**src/rtl/uart_tx_ctrl_pkg.sv**
```systemverilog
// Shared definitions for the UART transmit path on the Ram1 data bus.
//   UART_DATA_ADDR / UART_STAT_ADDR : memory-mapped UART register addresses
//   tx_state_e                      : transmit FSM state encoding (3-bit)
//   drives_bus()                    : states in which this block owns Ram1Data
package uart_tx_ctrl_pkg;

    localparam logic [15:0] UART_DATA_ADDR = 16'hBF00;
    localparam logic [15:0] UART_STAT_ADDR = 16'hBF01;

    typedef enum logic [2:0] {
        ST_IDLE      = 3'd0,
        ST_REQ       = 3'd1,
        ST_SETUP     = 3'd2,
        ST_STROBE    = 3'd3,
        ST_HOLD      = 3'd4,
        ST_WAIT_TBRE = 3'd5,
        ST_WAIT_TSRE = 3'd6
    } tx_state_e;

    function automatic logic drives_bus(input tx_state_e s);
        return (s == ST_SETUP) || (s == ST_STROBE) || (s == ST_HOLD);
    endfunction

endpackage

```
**src/rtl/uart_tx_ctrl_sync_fifo.sv**
```systemverilog
// sync_fifo: single-clock circular-buffer FIFO.
//   clk, rst_n : clock, asynchronous active-low reset
//   push, din  : write request and data (ignored while full)
//   pop        : read request (ignored while empty); dout shows the head entry
//   full,empty : registered status flags, valid the cycle after push/pop
// DEPTH must be a power of 2 and at least 2.
module sync_fifo #(
    parameter int unsigned WIDTH = 8,
    parameter int unsigned DEPTH = 4
) (
    input  logic             clk,
    input  logic             rst_n,
    input  logic             push,
    input  logic [WIDTH-1:0] din,
    input  logic             pop,
    output logic [WIDTH-1:0] dout,
    output logic             full,
    output logic             empty
);

    localparam int unsigned AW = (DEPTH > 1) ? $clog2(DEPTH) : 1;

    // Pointers carry one extra wrap bit to tell full from empty.
    logic [AW:0]      wr_ptr, rd_ptr;
    logic [AW:0]      wr_ptr_d, rd_ptr_d;
    logic             do_push, do_pop;
    logic [WIDTH-1:0] mem [DEPTH];

    always_comb begin
        do_push  = push && !full;
        do_pop   = pop && !empty;
        wr_ptr_d = wr_ptr + {{AW{1'b0}}, do_push};
        rd_ptr_d = rd_ptr + {{AW{1'b0}}, do_pop};
    end

    // Flags are computed from the next pointers so they are glitch-free flops
    // yet already reflect the push/pop that happens at this edge.
    always_ff @(posedge clk or negedge rst_n) begin
        if (!rst_n) begin
            wr_ptr <= '0;
            rd_ptr <= '0;
            full   <= 1'b0;
            empty  <= 1'b1;
        end else begin
            wr_ptr <= wr_ptr_d;
            rd_ptr <= rd_ptr_d;
            empty  <= (wr_ptr_d == rd_ptr_d);
            full   <= (wr_ptr_d[AW] != rd_ptr_d[AW]) &&
                      (wr_ptr_d[AW-1:0] == rd_ptr_d[AW-1:0]);
        end
    end

    always_ff @(posedge clk) begin
        if (do_push) begin
            mem[wr_ptr[AW-1:0]] <= din;
        end
    end

    assign dout = mem[rd_ptr[AW-1:0]];

endmodule

```
**src/rtl/uart_tx_ctrl.sv**
```systemverilog
// uart_tx_ctrl: buffers CPU stores to the UART data register and writes them
// to the UART over the shared Ram1 data bus.
//   clk, rst           : clock, asynchronous active-low reset
//   wr_req, wr_data    : CPU store to UART data address (push when not full)
//   fifo_full          : stall request to the memory stage
//   tx_idle            : FIFO empty and FSM idle (UART status bit 0)
//   bus_req, bus_grant : Ram1 data bus arbitration
//   data_out, data_oe  : byte and tri-state enable for Ram1Data[7:0]
//   wrn                : UART write strobe, active-low
//   tbre, tsre         : UART transmit buffer / shift register empty
module uart_tx_ctrl
    import uart_tx_ctrl_pkg::*;
#(
    parameter int unsigned FIFO_DEPTH = 4,
    parameter int unsigned WRN_LOW    = 2
) (
    input  logic       clk,
    input  logic       rst,
    input  logic       wr_req,
    input  logic [7:0] wr_data,
    output logic       fifo_full,
    output logic       tx_idle,
    output logic       bus_req,
    input  logic       bus_grant,
    output logic [7:0] data_out,
    output logic       data_oe,
    output logic       wrn,
    input  logic       tbre,
    input  logic       tsre
);

    localparam int unsigned     CNT_W    = (WRN_LOW > 1) ? $clog2(WRN_LOW) : 1;
    localparam logic [CNT_W-1:0] CNT_LOAD = CNT_W'(WRN_LOW - 1);

    tx_state_e        state, next_state;
    logic [CNT_W-1:0] cnt, cnt_d;
    logic [7:0]       tx_byte;
    logic [7:0]       fifo_dout;
    logic             fifo_empty;
    logic             fifo_push, fifo_pop;
    logic             tbre_armed, tbre_armed_d;
    logic             bus_req_d, data_oe_d, wrn_d, tx_idle_d;
    logic [7:0]       data_out_d;

    assign fifo_push = wr_req && !fifo_full;

    sync_fifo #(
        .WIDTH (8),
        .DEPTH (FIFO_DEPTH)
    ) u_fifo (
        .clk   (clk),
        .rst_n (rst),
        .push  (fifo_push),
        .din   (wr_data),
        .pop   (fifo_pop),
        .dout  (fifo_dout),
        .full  (fifo_full),
        .empty (fifo_empty)
    );

    always_comb begin
        next_state   = state;
        cnt_d        = cnt;
        fifo_pop     = 1'b0;
        // Set while in WAIT_TBRE so its first cycle acts as tbre blanking.
        tbre_armed_d = (state == ST_WAIT_TBRE);

        case (state)
            ST_IDLE: begin
                if (!fifo_empty) begin
                    fifo_pop   = 1'b1;
                    next_state = ST_REQ;
                end
            end
            ST_REQ: begin
                if (bus_grant) next_state = ST_SETUP;
            end
            ST_SETUP: begin
                cnt_d      = CNT_LOAD;
                next_state = ST_STROBE;
            end
            ST_STROBE: begin
                if (cnt == '0) next_state = ST_HOLD;
                else           cnt_d = cnt - CNT_W'(1);
            end
            ST_HOLD: begin
                next_state = ST_WAIT_TBRE;
            end
            ST_WAIT_TBRE: begin
                if (tbre_armed && tbre) next_state = ST_WAIT_TSRE;
            end
            ST_WAIT_TSRE: begin
                if (tsre) next_state = ST_IDLE;
            end
            default: begin
                next_state = ST_IDLE;
            end
        endcase

        // Outputs are registered from the next state: same cycle timing as a
        // Moore decode, but the strobe and enable come straight from flops.
        bus_req_d  = (next_state == ST_REQ) || drives_bus(next_state);
        data_oe_d  = drives_bus(next_state);
        wrn_d      = (next_state != ST_STROBE);
        data_out_d = data_oe_d ? tx_byte : '0;
        // Pops only happen when leaving IDLE, so staying idle needs just
        // "empty and nothing arriving".
        tx_idle_d  = (next_state == ST_IDLE) && fifo_empty && !fifo_push;
    end

    always_ff @(posedge clk or negedge rst) begin
        if (!rst) begin
            state      <= ST_IDLE;
            cnt        <= '0;
            tbre_armed <= 1'b0;
            tx_byte    <= '0;
            bus_req    <= 1'b0;
            data_oe    <= 1'b0;
            wrn        <= 1'b1;
            data_out   <= '0;
            tx_idle    <= 1'b1;
        end else begin
            state      <= next_state;
            cnt        <= cnt_d;
            tbre_armed <= tbre_armed_d;
            if (fifo_pop) tx_byte <= fifo_dout;
            bus_req    <= bus_req_d;
            data_oe    <= data_oe_d;
            wrn        <= wrn_d;
            data_out   <= data_out_d;
            tx_idle    <= tx_idle_d;
        end
    end

endmodule
```
**config.mk**
```make
export PLATFORM = sky130hd
export DESIGN_NAME = uart_tx_ctrl
export DESIGN_NICKNAME = d
export VERILOG_FILES = /design/src/rtl/uart_tx_ctrl_pkg.sv /design/src/rtl/uart_tx_ctrl_sync_fifo.sv /design/src/rtl/uart_tx_ctrl.sv
export SDC_FILE = /design/constraint.sdc
export NUM_CORES = 1
export LEC_CHECK = 0
export BUFFER_PORTS_ARGS = -buffer_cell sky130_fd_sc_hd__buf_2
export CORE_ASPECT_RATIO = 1.25
export CORE_MARGIN = 2
export CORE_UTILIZATION = 61
export CTS_BUF_LIST = sky130_fd_sc_hd__clkbuf_16
export CTS_CLUSTER_SIZE = 8
export DETAILED_ROUTE_END_ITERATION = 7
export PLACE_DENSITY = 0.79
export REMOVE_ABC_BUFFERS = 1
export SLEW_MARGIN = 20
export SYNTH_ARGS = -nofsm -noshare
export SYNTH_HDL_FRONTEND = slang
export SYNTH_SLANG_ARGS = --single-unit
export TNS_END_PERCENT = 1
```
**constraint.sdc**
```tcl
create_clock -name clk -period 3.1 [get_ports clk]
set_input_delay 0.465 -clock clk [delete_from_list [all_inputs] [get_ports clk]]
set_output_delay 0.465 -clock clk [all_outputs]
set_load 0.02 [all_outputs]
```
==> summary.md <==
| Metric | Value |
|---|---|
| Outcome | `completed` |
| Top layer in use | `met4` |
| Leading area contributor after synthesis | `edfxtp_1` |
| Layout cell share with drive strength beyond 1 | `0.328` |
| CP max-delay cell | `nor4_4` |
| Dpl hpwl | `2580 um` |
| Post-CTS sizing | `0` |
| First-pass GRT wire length | `~6000 um` |
| Setup-failing EPs final | `0` |
| Synth cell count leaders | `edfxtp_1, dfrtp_1, a21boi_0` |
| Inserted Clock Buffers | `9` |
| Setup CP Type | `reg -> reg` |
| Internal Power | `between 2000 and 2500 uW` |
| Sequential fraction of the synthesis area | `0.711` |
| FF+latch count, synth | `65` |
| Static leakage power | `~0.0012 uW` |
| Met3 wire len | `between 100 and 150 um` |
| Vias per cell | `about 5.4` |
| Row count | `26` |
| CTS sink cnt | `65` |
| Die W | `61.5 um` |
| Crit Path Max Fanout | `10` |
| Crit path largest cell delay | `between 0.6 and 0.7 ns` |
| Ports | `27` |
| Flop pwr share | `0.441` |
| Clk slew on worst S/H paths | `0.05 ns` |
| Final wirelength | `around 3700 um` |
| Post-Syn Area per Cell | `about 17 um^2` |
| Clk pwr share | `0.285` |
| Netlist cell types | `35` |
| Slew headroom | `0.500` |
| Startpoint Class | `register` |
| Post-synthesis async set-or-reset flop share | `0.508` |
| Most common cell in the netlist | `edfxtp_1` |
| Fmax | `between 400 and 500 MHz` |
| Hold Path Class | `in -> async` |
| Minimum clock period | `2.16 ns` |
| Final setup margin | `between 0.9 and 1 ns` |
| Largest cells by area after synthesis | `edfxtp_1, dfrtp_1, mux4_2` |
| Power per Cell Area | `approximately 1100 mW/mm^2` |
| Met1 wire length | `1540 um` |
| Cell Chain, Critical Path | `nor4_4 > ha_1 > ha_1 > xor2_1 > xnor2_1 > nor2b_1` |
| Max_cap viols | `0` |
| Die area | `between 0.004 and 0.005 mm^2` |
| Longest Clk Path Bufs | `2` |
| # H-tree levels | `3` |
| Initial Util | `0.625` |
| Post-synth top area share | `0.381` |
| Unrepaired setup endpoints after global routing | `no` |
| Main synth FF type | `edfxtp_1` |
| Hold Fails Final Rpt | `0` |
| Remaining antenna violation count after routing | `0` |
| Drt first-iter violations | `100` |
| Postcts setup bufs | `0` |
| Post-route DRC | `0` |
| CTS Hold Buffers Added | `0` |
| Worst clock skew | `around 0.0045 ns` |
| Arr. time, crit path | `between 2 and 2.5 ns` |
| Cell mode on critical path | `ha_1` |
| Die height | `roughly 76 um` |
| Port Buffer Count | `26` |
| Global route overflow | `0` |
| Combinational share of power | `0.274` |
| Vias in the first global route | `1286` |
| Number of synthesized flops with an enable pin | `32` |
| Largest net degree at the start of global routing | `34` |
| Sw Share | `0.296` |
| Core Box Area | `0.00403 mm^2` |
| Pre-CTS setup slack | `0.936 ns` |
| Worst-Margin Slew | `~0.75 ns` |
| Global placement routability congestion | `about 0.83` |
| Setup crit end kind | `register` |
| Area grow syn2layout | `17.7%` |
| CTS tree | `built` |
| Req. time, crit path | `between 3 and 4 ns` |
| Via total after detailed routing | `1290` |
| Total GRT Usage | `0.194` |
| CTS Root Cell | `clkbuf_16` |
| Syn Std Cell Area | `0.00252 mm^2` |
| Routed wl met2 | `roughly 1900 um` |
| Synth Warn # | `0` |
| DRT Pass-1 Iters | `4` |
| Wire per inst | `between 15 and 20 um` |
| Net Sw Power | `approximately 950 uW` |
| Fin nets | `about 200` |
| Setup TNS Final | `0 ns` |
| Final slew viol count | `0` |
| Final Cycle Share | `0.696` |
| Synth Instances | `146` |
| Latest clock arrival within the worst-skew pair | `about 0.32 ns` |
| Peak supply drop | `about 0.00088 V` |
| Antenna diodes | `0` |
| Initial antenna violation count | `0` |
## power groups by stage
stage	clock (uW)	combinational [uW]	sequential (uW)
global placement	0	861	1410
detailed placement	0	888	1430
global route	976	970	1450
finish	914	877	1410
CTS	931	889	1410
floorplan	0	574	1470
## state kept, by name (all words and copies together) (netlist names), 3 cells and up
name,flops
u_fifo.rd_ptr,3
u_fifo.mem,32
u_fifo.wr_ptr,3
data_out,8
tx_byte,8
state,3
## worst max-delay path: cells and delay by family, from the launching register on
family,cells,cell delay [ns]
XOR/XNOR,2,0.37
adder cells (fa/ha/maj),2,0.41
flip-flops,1,0.50
AND/OR/NAND/NOR,2,0.79
## kinds of logic after synthesis
logic type / count (synthesis) / synth area share
mux: 17 / 0.111
fa+ha+maj: 4 / 0.0199
simple gates: 28 / 0.0685
flops: 65 / 0.711
xor+xnor: 5 / 0.0174
compound gates: 17 / 0.0482
buf+inv: 10 / 0.0243
## cell type report
type	count	area (um^2)
Timing Repair Buffer	28	145
Sequential cell	65	1790
Fill cell	284	1070
Inverter	4	15.0
Multi-Input combinational cell	71	668
Tap cell	56	70.1
Clock buffer	9	225
Clock inverter	6	51.3
## through the flow
| stage | cells | total power (uW) | instance area (um^2) | utilization | hold WS, ns |
|---|---|---|---|---|---|
| 6_report | 239 | 3200 | 2970 | 0.735 | 0.183 |
| 5_1_grt | 239 | 3390 | 2970 | 0.735 | 0.245 |
| 4_1_cts | 239 | 3230 | 2970 | 0.735 | 0.205 |
| 3_5_place_dp | 224 | 2320 | 2690 | 0.667 | 0.481 |
| 3_3_place_gp | 224 | 2270 | 2690 | 0.667 | 0.467 |
| 2_1_floorplan | 140 | 2050 | 2470 | - | 0.169 |
## worst paths after layout
check / from / to / slack [ns] / cells past startpoint
worst max-delay path: state[0] / u_fifo.full / 0.94 / 6
worst min-delay path: rst / tbre_armed / 0.18 / 1
worst max register to register: state[0] / u_fifo.full / 0.94 / 6
worst min register to register: u_fifo.rd_ptr[2] / u_fifo.rd_ptr[2] / 0.48 / 1
max in group asynchronous: rst / data_oe / 2.47 / 1
min in group clk: wr_data[5] / u_fifo.mem[3][5] / 0.36 / 1
## layout by cell type (no fill, tap or decap), types with 2 or more instances in the layout
cell type / count
and3_1: 2
clkinv_2: 2
dfstp_2: 3
nand3_1: 3
nor2b_1: 2
buf_2: 26
nand2_1: 6
edfxtp_1: 32
nor3_1: 3
clkinv_1: 2
mux4_2: 8
o21ai_0: 3
inv_1: 5
ha_1: 4
mux2_2: 8
nor2_1: 3
a21boi_0: 9
clkbuf_16: 9
buf_4: 2
dfrtp_1: 30
nand2b_1: 2
xnor2_1: 4
## per-layer routing
layer,up-vias,GRT usage
met1,640,0.223
li1,615,-
met5,-,0
met3,5,0.0509
met4,0,0.135
met2,30,0.312
Power figures use the tool's default switching activity.
